==> config.mk <==
export PLATFORM = sky130hd
export DESIGN_NAME = uart_tx_sched_flat
export DESIGN_NICKNAME = d
export VERILOG_FILES = /design/src/rtl/uart_tx_sched_if.sv /design/src/rtl/uart_tx_sched.sv /design/src/flat_wrapper.sv
export SDC_FILE = /design/constraint.sdc
export NUM_CORES = 1
export LEC_CHECK = 0
export ABC_CLOCK_PERIOD_IN_PS = 4610
export BUFFER_PORTS_ARGS = -buffer_cell sky130_fd_sc_hd__buf_2
export CORE_UTILIZATION = 40
export DETAILED_ROUTE_END_ITERATION = 12
export PLACE_DENSITY = 0.64
export SYNTH_ARGS = -nofsm -noshare
export SYNTH_HDL_FRONTEND = slang
export SYNTH_SLANG_ARGS = --single-unit
==> constraint.sdc <==
create_clock -name clk -period 4.61 [get_ports clk]
set_input_delay 0.6915 -clock clk [delete_from_list [all_inputs] [get_ports clk]]
set_output_delay 0.6915 -clock clk [all_outputs]
set_load 0.005 [all_outputs]
==> src/rtl/uart_tx_sched_if.sv <==
// Handshake bundle between two byte requesters, the transmit scheduler and the UART tx core.
// The slave modport is the scheduler's view; master is the surrounding system.
interface uart_tx_sched_if #(
  parameter int DEPTH = 4
) ();
  logic                   en;
  logic                   s0_valid;
  logic [7:0]             s0_data;
  logic                   s0_ready;
  logic                   s1_valid;
  logic [7:0]             s1_data;
  logic                   s1_ready;
  logic                   tx_start;
  logic [7:0]             tx_data;
  logic                   tx_busy;
  logic                   grant_id;
  logic                   sched_busy;
  logic [$clog2(DEPTH):0] s0_level;
  logic [$clog2(DEPTH):0] s1_level;

  modport slave (
    input  en, s0_valid, s0_data, s1_valid, s1_data, tx_busy,
    output s0_ready, s1_ready, tx_start, tx_data, grant_id, sched_busy,
           s0_level, s1_level
  );

  modport master (
    output en, s0_valid, s0_data, s1_valid, s1_data, tx_busy,
    input  s0_ready, s1_ready, tx_start, tx_data, grant_id, sched_busy,
           s0_level, s1_level
  );
endinterface

==> src/rtl/uart_tx_sched.sv <==
// Two-requester round-robin transmit scheduler in front of the UART tx core.
// Each requester owns a circular FIFO; frames are sequenced from the core's busy flag.
module uart_tx_sched #(
  parameter int DEPTH = 4
) (
  input  logic           clk,
  input  logic           rst,
  uart_tx_sched_if.slave bus
);
  localparam int AW = $clog2(DEPTH);
  localparam int LW = AW + 1;

  typedef enum logic [1:0] {ARB, ISSUE, WAIT_BUSY, WAIT_DONE} state_t;

  state_t        state;
  state_t        state_nxt;

  logic [7:0]    mem0 [DEPTH];
  logic [7:0]    mem1 [DEPTH];
  logic [AW-1:0] wr_ptr0;
  logic [AW-1:0] rd_ptr0;
  logic [AW-1:0] wr_ptr1;
  logic [AW-1:0] rd_ptr1;
  logic [LW-1:0] count0;
  logic [LW-1:0] count1;
  logic          full0;
  logic          full1;
  logic          empty0;
  logic          empty1;
  logic          push0;
  logic          push1;
  logic          pop0;
  logic          pop1;
  logic          grant;
  logic          sel;
  logic          last;
  logic          tx_start;
  logic [7:0]    tx_data_q;
  logic          grant_id_q;

  assign full0  = (count0 == LW'(DEPTH));
  assign full1  = (count1 == LW'(DEPTH));
  assign empty0 = (count0 == '0);
  assign empty1 = (count1 == '0);

  // Ready reflects only fullness, so a pop in the same cycle never frees the slot early.
  assign push0 = bus.s0_valid && !full0;
  assign push1 = bus.s1_valid && !full1;
  assign pop0  = grant && !sel;
  assign pop1  = grant && sel;

  always_ff @(posedge clk) begin
    if (push0) mem0[wr_ptr0] <= bus.s0_data;
    if (push1) mem1[wr_ptr1] <= bus.s1_data;
  end

  always_ff @(posedge clk) begin
    if (rst) begin
      wr_ptr0 <= '0;
      rd_ptr0 <= '0;
      count0  <= '0;
    end else begin
      if (push0) wr_ptr0 <= wr_ptr0 + AW'(1);
      if (pop0)  rd_ptr0 <= rd_ptr0 + AW'(1);
      case ({push0, pop0})
        2'b10:   count0 <= count0 + LW'(1);
        2'b01:   count0 <= count0 - LW'(1);
        default: count0 <= count0;
      endcase
    end
  end

  always_ff @(posedge clk) begin
    if (rst) begin
      wr_ptr1 <= '0;
      rd_ptr1 <= '0;
      count1  <= '0;
    end else begin
      if (push1) wr_ptr1 <= wr_ptr1 + AW'(1);
      if (pop1)  rd_ptr1 <= rd_ptr1 + AW'(1);
      case ({push1, pop1})
        2'b10:   count1 <= count1 + LW'(1);
        2'b01:   count1 <= count1 - LW'(1);
        default: count1 <= count1;
      endcase
    end
  end

  always_ff @(posedge clk) begin
    if (rst) state <= ARB;
    else     state <= state_nxt;
  end

  // On a tie the requester opposite the last winner is chosen; en only matters in ARB.
  always_comb begin
    state_nxt = state;
    grant     = 1'b0;
    sel       = 1'b0;
    tx_start  = 1'b0;
    if (!empty0 && !empty1) sel = ~last;
    else                    sel = empty0;
    case (state)
      ARB: begin
        if (bus.en && !(empty0 && empty1)) begin
          grant     = 1'b1;
          state_nxt = ISSUE;
        end
      end
      ISSUE: begin
        tx_start  = 1'b1;
        state_nxt = WAIT_BUSY;
      end
      WAIT_BUSY: begin
        if (bus.tx_busy) state_nxt = WAIT_DONE;
      end
      WAIT_DONE: begin
        if (!bus.tx_busy) state_nxt = ARB;
      end
      default: state_nxt = ARB;
    endcase
  end

  always_ff @(posedge clk) begin
    if (rst) begin
      tx_data_q  <= 8'h00;
      grant_id_q <= 1'b0;
      last       <= 1'b1;
    end else if (grant) begin
      tx_data_q  <= sel ? mem1[rd_ptr1] : mem0[rd_ptr0];
      grant_id_q <= sel;
      last       <= sel;
    end
  end

  assign bus.s0_ready   = !full0;
  assign bus.s1_ready   = !full1;
  assign bus.s0_level   = count0;
  assign bus.s1_level   = count1;
  assign bus.tx_start   = tx_start;
  assign bus.tx_data    = tx_data_q;
  assign bus.grant_id   = grant_id_q;
  assign bus.sched_busy = (state != ARB);
endmodule
==> src/flat_wrapper.sv <==
// flat-port wrapper written by rule: the top's interface ports become plain ports
module uart_tx_sched_flat 
#(
  parameter int DEPTH = 4
)
  (clk, rst, bus_en, bus_s0_valid, bus_s0_data, bus_s1_valid, bus_s1_data, bus_tx_busy, bus_s0_ready, bus_s1_ready, bus_tx_start, bus_tx_data, bus_grant_id, bus_sched_busy, bus_s0_level, bus_s1_level);
  uart_tx_sched_if #(.DEPTH(DEPTH)) bus_i ();
  input  logic clk;
  input  logic rst;
  input wire logic [$bits(bus_i.en)-1:0] bus_en;
  input wire logic [$bits(bus_i.s0_valid)-1:0] bus_s0_valid;
  input wire logic [$bits(bus_i.s0_data)-1:0] bus_s0_data;
  input wire logic [$bits(bus_i.s1_valid)-1:0] bus_s1_valid;
  input wire logic [$bits(bus_i.s1_data)-1:0] bus_s1_data;
  input wire logic [$bits(bus_i.tx_busy)-1:0] bus_tx_busy;
  output wire logic [$bits(bus_i.s0_ready)-1:0] bus_s0_ready;
  output wire logic [$bits(bus_i.s1_ready)-1:0] bus_s1_ready;
  output wire logic [$bits(bus_i.tx_start)-1:0] bus_tx_start;
  output wire logic [$bits(bus_i.tx_data)-1:0] bus_tx_data;
  output wire logic [$bits(bus_i.grant_id)-1:0] bus_grant_id;
  output wire logic [$bits(bus_i.sched_busy)-1:0] bus_sched_busy;
  output wire logic [$bits(bus_i.s0_level)-1:0] bus_s0_level;
  output wire logic [$bits(bus_i.s1_level)-1:0] bus_s1_level;
  assign bus_i.en = bus_en;
  assign bus_i.s0_valid = bus_s0_valid;
  assign bus_i.s0_data = bus_s0_data;
  assign bus_i.s1_valid = bus_s1_valid;
  assign bus_i.s1_data = bus_s1_data;
  assign bus_i.tx_busy = bus_tx_busy;
  assign bus_s0_ready = bus_i.s0_ready;
  assign bus_s1_ready = bus_i.s1_ready;
  assign bus_tx_start = bus_i.tx_start;
  assign bus_tx_data = bus_i.tx_data;
  assign bus_grant_id = bus_i.grant_id;
  assign bus_sched_busy = bus_i.sched_busy;
  assign bus_s0_level = bus_i.s0_level;
  assign bus_s1_level = bus_i.s1_level;
  uart_tx_sched #(.DEPTH(DEPTH)) u_core (.clk(clk), .rst(rst), .bus(bus_i));
endmodule
* Word level (Yosys, flattened, before mapping)
Memories as Yosys holds them, arrays and structs flattened. A register that Yosys moved wholly into a read port is not among the register bits. Cells that the tools add are included. Widths: inputs -> output; s select.
Operators by class: add/sub/neg operators 8, equality and inequality tests 12, muxes and demuxes 19, bitwise logic cells 1, reduce and logical (&&, ||, !) cells 20
Operators by type and width (count):
- $mux 2 | 7
- $pmux 3 s2 | 2
- $add 2x1->2 const B | 4
- $eq 2x2->1 const B | 4
- $mux 1 | 8
- $mux 8 | 1
- $pmux 2 s4 | 1
- $logic_and 1x1->1 | 7
- $add 3x1->3 const B | 2
- $eq 2x1->1 const B | 3
- $eq 3x3->1 const B | 2
- $logic_not 1->1 | 6
- $logic_not 3->1 | 2
- $reduce_bool 2->1 | 3
- $sub 3x1->3 const B | 2
- $ne 2x2->1 const B | 2
- $reduce_and 3->1 | 1
- $logic_not 2->1 | 1
- $ne 2x1->1 const B | 1
- $not 1->1 | 1
Storage, ports and cells: register bits after elaboration 26, RAM bits 64, output and inout port bits 19, memories 2
Memory list:
- u_core.mem0 | words 4, bits a word 8, read ports 1, clocked after Yosys merged registers in 1, write ports 1, RTL line uart_tx_sched.sv:18 | logic [7:0] mem0 [DEPTH];
- u_core.mem1 | words 4, bits a word 8, read ports 1, clocked after Yosys merged registers in 1, write ports 1, RTL line uart_tx_sched.sv:19 | logic [7:0] mem1 [DEPTH];

* Logic depth before layout (Yosys ltp)
depth in word-level cells 9, depth in mapped cells 10, gate-level depth less buffers 10

* Least setup slack after synthesis
OpenSTA, ideal clock, no wires.
kind reg2reg, start point reg u_core.count0[0] (netlist: u_core.bus.s0_level[0]), end point reg u_core.count1[2] (netlist: u_core.bus.s1_level[2]), setup time 0.070 ns, data arrival time 2.360 ns, data required time 4.540 ns, slack 2.179 ns, cell stages (with the launch flop) 10, path buffers 1, period minus slack after synthesis 2.431 ns, cells stage by stage dfxtp_1 or3_1 buf_2 a211oi_4 ha_1 inv_1 fa_1 xor2_1 or3_1 a21oi_1
On the way: longest elaborated chain between the ends 9, elaborated cells between the ends (all ways) 14
Ends and longest elaborated chain:
- start, declared | RTL line uart_tx_sched.sv:24 | logic [LW-1:0] count0;
- start signal, assigned | RTL line uart_tx_sched.sv:66 | 2'b10: count0 <= count0 + LW'(1);
- start signal, assigned | RTL line uart_tx_sched.sv:67 | 2'b01: count0 <= count0 - LW'(1);
- start signal, assigned | RTL line uart_tx_sched.sv:68 | default: count0 <= count0;
- $logic_not 3->1 (*) | RTL line uart_tx_sched.sv:43 | assign empty0 = (count0 == '0);
- $logic_and 1x1->1 | RTL line uart_tx_sched.sv:104 | if (bus.en && !(empty0 && empty1)) begin
- $logic_not 1->1 | RTL line uart_tx_sched.sv:104
- $logic_and 1x1->1 | RTL line uart_tx_sched.sv:104
- $mux 1 | RTL line uart_tx_sched.sv:104
- $mux 1 | RTL line uart_tx_sched.sv:102 | case (state)
- $logic_and 1x1->1 (*) | RTL line uart_tx_sched.sv:50 | assign pop1 = grant && sel;
- named net u_core.pop1 | RTL line uart_tx_sched.sv:33 | logic pop1;
- $eq 2x1->1 / $eq 2x2->1 (equally long branches) | RTL line uart_tx_sched.sv:81 | case ({push1, pop1})
- $pmux 3 s2 / $reduce_bool 2->1 (equally long branches)
- end signal, assigned | RTL line uart_tx_sched.sv:82 | 2'b10: count1 <= count1 + LW'(1);
- end signal, assigned | RTL line uart_tx_sched.sv:83 | 2'b01: count1 <= count1 - LW'(1);
- end signal, assigned | RTL line uart_tx_sched.sv:84 | default: count1 <= count1;
- end, declared | RTL line uart_tx_sched.sv:25 | logic [LW-1:0] count1;
The timed path passes the listed nets; every way through them passes the cells marked *. A chain may end at the register's enable or synchronous reset.

* Worst setup path in the final report
Ends and elaborated chain as after synthesis.

==> impl_metrics.env <==
export IMPL_via_per_inst=4.81
export IMPL_drc=0
export IMPL_cts_resized=0
export IMPL_grt_pass1_vias=1980
export IMPL_seqPwrFrac=0.462
export IMPL_core_rowCount=35
export IMPL_path_clk_slew_ns=0.10
export IMPL_maxCapViolations=0
export IMPL_vias=2043
export IMPL_area_growth_pct=13.9
export IMPL_grtUsageTotal=0.147
export IMPL_drive_gt1_frac=0.270
export IMPL_worstPathMaxFanout=7
export IMPL_yosys_warnings=0
export IMPL_synth_cell_types=40
export IMPL_cp_end_kind="register"
export IMPL_dpl_cell_area_mm2=0.00424
export IMPL_drtPass1Iterations=4
export IMPL_place_hpwl_mm=4.66
export IMPL_htreeDepth=3
export IMPL_gr_total_overflow=0
export IMPL_cts_setup_buffers=0
export IMPL_cts_sinks=94
export IMPL_power_mw=2.60
export IMPL_syn_instance_count=251
export IMPL_final_cell_mix="64 x edfxtp_1, 40 x buf_2, 30 x dfxtp_1"
export IMPL_io_pins=41
export IMPL_intPower_mw=1.79
export IMPL_pwr_share_comb=0.289
export IMPL_fin_nets=329
export IMPL_clockRootBuffer="clkbuf_8"
export IMPL_fmax_mhz=382
export IMPL_clockPowerShare=0.250
export IMPL_tightest_slew_ns=0.801
export IMPL_tns_ns=0
export IMPL_wire_per_inst_um=16.1
export IMPL_power_per_cell_area_mw_per_mm2=581
export IMPL_ys_seq_area_frac=0.641
export IMPL_place_ws_ns=2.00
export IMPL_die_h_um=101
export IMPL_critPathKind="register to register"
export IMPL_finalCritPeriodShare=0.569
export IMPL_ys_ff_latch=94
export IMPL_yosysTopAreaCellShare=0.488
export IMPL_io_buffer_count=40
export IMPL_cts_max_path_buffers=2
export IMPL_insertion_delay_ns=0.36
export IMPL_syn_area_mm2=0.00394
export IMPL_min_path_type="register to register"
export IMPL_setup_viol=0
export IMPL_rsz0062_at_grt="no"
export IMPL_ir_drop_v=0.000243
export IMPL_final_common_cell="edfxtp_1"
export IMPL_synth_top_area_cell="edfxtp_1"
export IMPL_antenna_found_initial=0
export IMPL_synth_edf_count=64
export IMPL_place_gp_congestion=0.650
export IMPL_synth_top_flop_cell="edfxtp_1"
export IMPL_coreArea_mm2=0.00937
export IMPL_switching_share=0.314
export IMPL_worst_slack_ns=1.99
export IMPL_drt_total_wl_mm=6.83
export IMPL_synth_avg_cell_area_um2=15.7
export IMPL_p_switching_mw=0.816
export IMPL_hold_viol=0
export IMPL_synth_area_leaders="edfxtp_1 49%, dfxtp_1 15%, mux4_2 9.2%, ha_1 4.4%, mux2i_1 3.3%"
export IMPL_cts_buffers=9
export IMPL_async_flop_share=0
export IMPL_fp_dieW_um=101
export IMPL_final_setup_skew_ns=0.0132
export IMPL_drv_slew=0
export IMPL_start_kind="register"
export IMPL_slew_headroom=0.466
export IMPL_syn_nets=289
export IMPL_min_period_ns=2.62
export IMPL_grt_max_degree=35
export IMPL_initial_core_util=0.420
export IMPL_grt_pass1_wl_mm=10.8
export IMPL_antenna_diode_count=0
export IMPL_arrival_ns=2.91
export IMPL_drt_iter0_drc=63
export IMPL_finalInstanceArea_mm2=0.00448
export IMPL_cts_hold_buf=0
export IMPL_antenna_left=0
export IMPL_dieArea_mm2=0.0102
export IMPL_status="completed"
export IMPL_cts_tree="yes"
export IMPL_worstPathRequired_ns=4.90
export IMPL_p_leak_nw=1.67
## power groups by stage
stage          Clock (mW)  Sequential, mW  Combinational, mW
2_1_floorplan           0            1.16              0.605
3_5_place_dp            0            1.23              0.762
3_3_place_gp            0            1.22              0.752
6_report            0.650            1.20              0.751
4_1_cts             0.670            1.21              0.765
5_1_grt             0.704            1.23              0.835
## state kept, by name, summed over array words and instances, names as in the netlist, named ones only
signal and flops:
u_core.mem1 32, u_core.wr_ptr1 2, u_core.bus.s1_level 3, u_core.mem0 32
u_core.state 2, u_core.rd_ptr1 2, u_core.wr_ptr0 2, u_core.last 1
u_core.bus.grant_id 1, u_core.bus.tx_data 8, u_core.bus.s0_level 3, u_core.rd_ptr0 2
## layout make-up
| cell class | count | area (µm²) |
|---|---|---|
| clock buffer | 9 | 124 |
| clock inverter | 7 | 120 |
| fill | 836 | 4890 |
| inverter | 11 | 41.3 |
| multi-input combinational | 135 | 1310 |
| sequential | 94 | 2520 |
| tap | 129 | 161 |
| timing repair buffer | 40 | 200 |
## synthesized netlist by cell type (4+ instances only)
cell type,instances
a21oi_1,5
ha_1,14
edfxtp_1,64
mux2i_1,13
inv_1,11
nand2b_1,6
mux4_2,16
xor2_1,4
a211oi_1,8
nor2_1,24
and3_1,9
dfxtp_1,30
clkbuf_1,4
## path summary, 6_finish.rpt
path                                  startpoint                             endpoint  slack, ns  cells after the start
max          u_core.bus.s0_level[0]$_SDFFE_PP0P_  u_core.bus.s1_level[2]$_SDFFE_PP0P_       1.99                      8
max reg2reg  u_core.bus.s0_level[0]$_SDFFE_PP0P_  u_core.bus.s1_level[2]$_SDFFE_PP0P_       1.99                      8
min reg2reg       u_core.wr_ptr1[1]$_SDFFE_PP0P_       u_core.wr_ptr1[1]$_SDFFE_PP0P_       0.51                      2
min               u_core.wr_ptr1[1]$_SDFFE_PP0P_       u_core.wr_ptr1[1]$_SDFFE_PP0P_       0.51                      2
## routing by layer
metal	vias to the layer above	GRT usage	share of wire	wire length, µm
met5	-	0	0	0
met4	0	0.0435	0.0078	53
met3	4	0.0490	0.039	266
met2	35	0.229	0.48	3260
met1	992	0.198	0.48	3260
li1	1012	-	-	-
## per-stage QoR
step | cells | hold slack [ns] | utilization
2_1_floorplan | 251 | 0.469 | -
3_3_place_gp | 409 | 0.486 | 0.452
3_5_place_dp | 409 | 0.489 | 0.452
4_1_cts | 425 | 0.502 | 0.478
5_1_grt | 425 | 0.528 | 0.478
6_report | 425 | 0.506 | 0.478
## worst max-delay path, cell delays in order, from the launching register on
cell and delay [ns]:
dfxtp_1 0.38, or3_1 0.53, a211oi_4 0.37, ha_1 0.23, inv_1 0.06, fa_1 0.37, xor2_1 0.16, or3_1 0.31
a21oi_1 0.14
## kinds of logic (layout without fill, tap and decap cells)
kind of cell | after synthesis | in the layout | share of synthesized area
flip-flops | 94 | 94 | 0.641
multiplexers | 31 | 31 | 0.131
AND/OR/NAND/NOR | 55 | 55 | 0.0747
AO/OA/AOI/OAI | 25 | 25 | 0.0534
buffers and inverters | 22 | 67 | 0.0257
XOR/XNOR | 8 | 8 | 0.0197
adder cells (fa/ha/maj) | 16 | 16 | 0.0547
(Power assumes the default switching activity.)
